`config.mk`:
```
export PLATFORM = sky130hd
export DESIGN_NAME = idu_decode_stage
export DESIGN_NICKNAME = d
export VERILOG_FILES = /design/src/rtl/npc_isa_pkg.sv /design/src/rtl/idu_imm_gen.sv /design/src/rtl/idu_decode_stage.sv
export SDC_FILE = /design/constraint.sdc
export NUM_CORES = 1
export LEC_CHECK = 0
export CORE_ASPECT_RATIO = 0.9
export CORE_MARGIN = 5
export CORE_UTILIZATION = 57
export CTS_CLUSTER_SIZE = 20
export DETAILED_ROUTE_END_ITERATION = 10
export DONT_BUFFER_PORTS = 1
export MAX_ROUTING_LAYER = met4
export PLACE_DENSITY = 0.82
export SETUP_SLACK_MARGIN = 0.02
export SLEW_MARGIN = 25
export SYNTH_ARGS = -nofsm -noshare
export SYNTH_HDL_FRONTEND = slang
export SYNTH_HIERARCHICAL = 1
export SYNTH_SLANG_ARGS = --single-unit
```
`constraint.sdc`:
```
create_clock -name clk -period 3.77 [get_ports clk]
set_input_delay 0.754 -clock clk [delete_from_list [all_inputs] [get_ports clk]]
set_output_delay 0.754 -clock clk [all_outputs]
set_load 0.005 [all_outputs]
```
`src/rtl/npc_isa_pkg.sv`:
```
// RV32I decode constants shared by the instruction decode unit.
package npc_isa_pkg;

   // Instruction format as seen by the EXU; FMT_R is the cleared value.
   typedef enum logic [2:0] {
      FMT_R   = 3'd0,
      FMT_I   = 3'd1,
      FMT_S   = 3'd2,
      FMT_B   = 3'd3,
      FMT_U   = 3'd4,
      FMT_J   = 3'd5,
      FMT_ILL = 3'd6
   } inst_fmt_t;

   // Holding register occupancy.
   typedef enum logic {
      ST_EMPTY = 1'b0,
      ST_FULL  = 1'b1
   } idu_state_t;

   // RV32I base opcodes.
   localparam logic [6:0] OPC_OP     = 7'b0110011;
   localparam logic [6:0] OPC_OP_IMM = 7'b0010011;
   localparam logic [6:0] OPC_LOAD   = 7'b0000011;
   localparam logic [6:0] OPC_JALR   = 7'b1100111;
   localparam logic [6:0] OPC_SYSTEM = 7'b1110011;
   localparam logic [6:0] OPC_STORE  = 7'b0100011;
   localparam logic [6:0] OPC_BRANCH = 7'b1100011;
   localparam logic [6:0] OPC_LUI    = 7'b0110111;
   localparam logic [6:0] OPC_AUIPC  = 7'b0010111;
   localparam logic [6:0] OPC_JAL    = 7'b1101111;

   // Bit offsets of the fields inside the 64-bit fetch packet.
   localparam int INST_LSB = 32;
   localparam int PC_LSB   = 0;

   // Map a 7-bit opcode to its format; anything outside the base set is illegal.
   // Every legal opcode ends in 2'b11, so a bad inst[1:0] also lands in FMT_ILL.
   function automatic inst_fmt_t opc_to_fmt(input logic [6:0] opc);
      inst_fmt_t fmt;
      case (opc)
         OPC_OP:                                     fmt = FMT_R;
         OPC_OP_IMM, OPC_LOAD, OPC_JALR, OPC_SYSTEM: fmt = FMT_I;
         OPC_STORE:                                  fmt = FMT_S;
         OPC_BRANCH:                                 fmt = FMT_B;
         OPC_LUI, OPC_AUIPC:                         fmt = FMT_U;
         OPC_JAL:                                    fmt = FMT_J;
         default:                                    fmt = FMT_ILL;
      endcase
      return fmt;
   endfunction

endpackage

```
`src/rtl/idu_imm_gen.sv`:
```
// Combinational RV32I immediate generator. Only the bits above the opcode
// carry immediate information, so the opcode field is not an input here.
module idu_imm_gen
   import npc_isa_pkg::*;
(
   input  logic [31:7] inst,
   input  inst_fmt_t   fmt,
   output logic [31:0] imm
);

   // Reassemble and sign-extend the immediate for the given format.
   always_comb begin
      imm = 32'd0;
      case (fmt)
         FMT_I:   imm = {{20{inst[31]}}, inst[31:20]};
         FMT_S:   imm = {{20{inst[31]}}, inst[31:25], inst[11:7]};
         FMT_B:   imm = {{19{inst[31]}}, inst[31], inst[7], inst[30:25], inst[11:8], 1'b0};
         FMT_U:   imm = {inst[31:12], 12'd0};
         FMT_J:   imm = {{11{inst[31]}}, inst[31], inst[19:12], inst[20], inst[30:21], 1'b0};
         default: imm = 32'd0;
      endcase
   end

endmodule

```
`src/rtl/idu_decode_stage.sv`:
```
// IDU decode stage: one-entry registered buffer between the IFU and EXU
// valid/ready links, decoding each RV32I fetch packet as it is captured.
module idu_decode_stage
   import npc_isa_pkg::*;
#(
   parameter int WIDTH = 32
) (
   input  logic             clk,
   input  logic             rst,
   input  logic             ifu_valid,
   input  logic [63:0]      ifu_data,
   output logic             idu_ready,
   input  logic             flush,
   output logic             exu_valid,
   input  logic             exu_ready,
   output logic [WIDTH-1:0] exu_pc,
   output logic [31:0]      exu_inst,
   output logic [4:0]       exu_rd,
   output logic [4:0]       exu_rs1,
   output logic [4:0]       exu_rs2,
   output logic [31:0]      exu_imm,
   output inst_fmt_t        exu_fmt,
   output logic             exu_wen,
   output logic             exu_illegal
);

   idu_state_t       state_q, state_d;
   logic             accept;

   logic [31:0]      inst_p0;
   logic [WIDTH-1:0] pc_p0;
   inst_fmt_t        fmt_p0;
   logic [31:0]      imm_p0;
   logic             wen_p0;

   logic [WIDTH-1:0] pc_p1;
   logic [31:0]      inst_p1;
   logic [31:0]      imm_p1;
   inst_fmt_t        fmt_p1;
   logic             wen_p1;

   // A slot is free when empty or when the EXU drains it this cycle; flush blocks intake.
   assign idu_ready = !flush && ((state_q == ST_EMPTY) || exu_ready);
   assign accept    = ifu_valid && idu_ready;

   // ---- p0: combinational decode of the incoming packet ----
   assign inst_p0 = ifu_data[INST_LSB +: 32];
   assign pc_p0   = ifu_data[PC_LSB +: WIDTH];
   assign fmt_p0  = opc_to_fmt(inst_p0[6:0]);
   assign wen_p0  = ((fmt_p0 == FMT_R) || (fmt_p0 == FMT_I) ||
                     (fmt_p0 == FMT_U) || (fmt_p0 == FMT_J)) && (inst_p0[11:7] != 5'd0);

   idu_imm_gen u_imm_gen (
      .inst (inst_p0[31:7]),
      .fmt  (fmt_p0),
      .imm  (imm_p0)
   );

   // Occupancy register.
   always_ff @(posedge clk or negedge rst) begin
      if (!rst) state_q <= ST_EMPTY;
      else      state_q <= state_d;
   end

   // Next occupancy: flush empties; a new accept fills; a drain without refill empties.
   always_comb begin
      state_d = state_q;
      if (flush)          state_d = ST_EMPTY;
      else if (accept)    state_d = ST_FULL;
      else if (exu_ready) state_d = ST_EMPTY;
   end

   // ---- p1: registered bundle presented to the EXU ----
   // Capture the decoded bundle only on accept so it stays stable under backpressure.
   always_ff @(posedge clk or negedge rst) begin
      if (!rst) begin
         pc_p1   <= '0;
         inst_p1 <= '0;
         imm_p1  <= '0;
         fmt_p1  <= FMT_R;
         wen_p1  <= 1'b0;
      end else if (accept) begin
         pc_p1   <= pc_p0;
         inst_p1 <= inst_p0;
         imm_p1  <= imm_p0;
         fmt_p1  <= fmt_p0;
         wen_p1  <= wen_p0;
      end
   end

   assign exu_valid   = (state_q == ST_FULL);
   assign exu_pc      = pc_p1;
   assign exu_inst    = inst_p1;
   assign exu_rd      = inst_p1[11:7];
   assign exu_rs1     = inst_p1[19:15];
   assign exu_rs2     = inst_p1[24:20];
   assign exu_imm     = imm_p1;
   assign exu_fmt     = fmt_p1;
   assign exu_wen     = wen_p1;
   assign exu_illegal = (fmt_p1 == FMT_ILL);

endmodule

```
==> impl_metrics.ini <==
[outcome]
status = finished, final reports clean

[synthesis]
syn_area_um2 = 4580
ys_seq_area_share_pct = 55.2
yosysWarnings = 6
syn_area_per_cell_um2 = 14.1
synthTopCellsByCount = dfrtp_1 (101), mux2_2 (57), mux2_4 (38)
synth_flop_cell = dfrtp_1
synth_cells = 325
synth_top_cell_by_area = dfrtp_1
synth_top_area_share_pct = 55.2
ys_types = 43
ys_ff_latch = 101
yosysMostFrequentCell = dfrtp_1
async_flop_share_pct = 100
syn_nets = 394
synth_area_leaders = dfrtp_1 (55%), mux2_2 (14%), mux2_4 (12%), buf_4 (3.0%), nand2_1 (1.6%)
synth_edf_count = 0

[critical_path]
worst_setup_path_start_kind = input port
cp.arrival_ns = 2.76
r2r_slack_ns = 1.73
cp.required_ns = 4.02
crit_path_end_kind = flip-flop
path_max_fanout = 20
critPathKind = input port to flip-flop

[power_and_ir_drop]
vdd_drop_max_mv = 0.253
p_sw_share_pct = 26.6
total_leakage_power_uw = 0.00218
p_int_uw = 1630
power_frac_clock_pct = 28.2
power.switching_uw = 591
combPwrFrac_pct = 11.0
seqPwrFrac_pct = 60.8
p_per_area_nw_per_um2 = 476

[min_path]
hp-class = input port to asynchronous set/reset pin

[global_routing]
grt_start_max_net_pins = 102
grt_usage_pct = 20.1
grt_pass1_wl_mm = 15.1
overflow = 0
antenna_found_initial = 0
grt_pass1_vias = 2607

[timing]
drv_slew = 0
relSlewSlack_pct = 35.0
finalCriticalPeriod_ns = 2.52
worstMarginPinSlew_ns = 0.975
tns_ns = 0
finalSetupViolations = 0
skew_ns = 0.0111
rsz0062_at_grt = no
hold_viol_final = 0
post-route-period-util_pct = 66.7
max_freq_mhz = 397

[layout]
area_growth_pct = 2.05
postLayoutCoreUtil_pct = 58.8
antenna_cells = 0
drive_gt1_share_pct = 39.4
fin_cells = 411
nFillCells = 627
finalNetCount = 377

[die]
io_pins = 187
core_area_um2 = 7950
die-area_um2 = 9930
initial_core_util_pct = 57.6
die_y_um = 95.0
die_x_um = 104
rows = 31

[cts]
root_buffer = clkbuf_8
cts_hold_buffers = 0
clkLatencyLatePin_ns = 0.36
cts_setup_buffers = 0
cts.clk_slew.worst_paths_ns = 0.10
cts_tree = built
cts_resized = 0
clock_sinks = 101
cts_inserted_buffers = 9
h-tree-depth = 3
clock_path_buffers = 2

[routing]
wl_per_cell_um = 23.5
num_vias = 2445
drt_iter0_drc = 92
ant_nets = 0
vias_per_cell = 5.95
dr.pass1.iters = 4
drc = 0
wirelength_mm = 9.68

[placement]
placed_cells = 396
routabilityCongestion = 0.779
portBuffers = 0
dp_hpwl_mm = 6.93

[flow_run]
drv_cap = 0
[cell type report]
cell class              count  area [um2]  share of cell area, %
multi-input cells         192        1820                   38.9
clock inverters             6        53.8                   1.15
well taps                  99         124                   2.65
clock buffers               9         124                   2.65
inverters                   1        3.75                 0.0803
flip-flops and latches    101        2530                   54.1
repair buffers              3        22.5                  0.482
[kinds of logic after synthesis]
logic type | Yosys count | synth area share, %
AOI/OAI and AO/OA | 41 | 6.12
buffers and inverters | 32 | 5.11
DFF | 101 | 55.2
muxes | 96 | 26.7
and+or+nand+nor | 55 | 6.91
[sequential cells by signal (all words and copies together), names as in the netlist]
name and flops:
exu_valid 1, exu_pc 32, exu_inst 32, exu_fmt 3
exu_wen 1, exu_imm 32
[layout by cell type (no fill, tap or decap), types with 2 or more instances in the layout]
master,count
dfrtp_1,101
mux2_2,57
mux2_4,38
nand2_1,19
o21ai_0,14
nor2_1,9
clkbuf_8,9
a21o_1,8
and2_1,6
nor3_1,3
inv_6,3
buf_4,3
o21ai_1,3
a22o_1,3
a31oi_1,2
nor2b_1,2
nor2b_4,2
and2b_1,2
a21oi_1,2
[per-stage QoR]
stage / total power [uW] / hold WS, ns / instance area (um2) / setup WS (ns)
final: 2220 / 0.0766 / 4670 / 1.25
after global routing: 2340 / 0.0400 / 4670 / 1.11
after floorplan: 1600 / 0.458 / 4580 / 1.34
after detailed placement: 1620 / 0.461 / 4500 / 0.898
after global placement: 1610 / 0.461 / 4500 / 0.981
after CTS: 2250 / 0.0578 / 4670 / 1.28
[layer usage]
metal	part of all wire, %	wire [um]	global-route usage [%]
met5	0	0	-
met4	1.0	97	5.72
met3	13	1210	10.3
met2	47	4540	30.0
met1	40	3830	24.2
[worst paths after layout]
| check | start | cells after the start | end |
|---|---|---|---|
| setup / recovery | ifu_data[37] | 8 | exu_imm[20] |
| hold / removal | rst | 0 | exu_imm[8] |
| setup reg to reg | exu_valid | 4 | exu_imm[31] |
| hold reg to reg | exu_imm[5] | 1 | exu_imm[5] |
| max in group asynchronous | rst | 0 | exu_inst[29] |
| min in group clk | flush | 1 | exu_valid |
[power by group through the flow]
stage	sequential, uW	combinational, uW	clock [uW]
after floorplan	1330	270	0
after global placement	1370	236	0
after detailed placement	1380	248	0
after CTS	1360	248	644
after global routing	1370	267	700
final	1350	245	626
[critical path, cell delays in order]
cell,delay [ns]
o21ba_2,0.20
o311ai_2,0.31
nand3_1,0.13
buf_4,0.21
nor2b_4,0.16
o21ai_1,0.49
o21ai_0,0.21
mux2_4,0.29
Note: power is estimated with default switching activity, not from simulation.
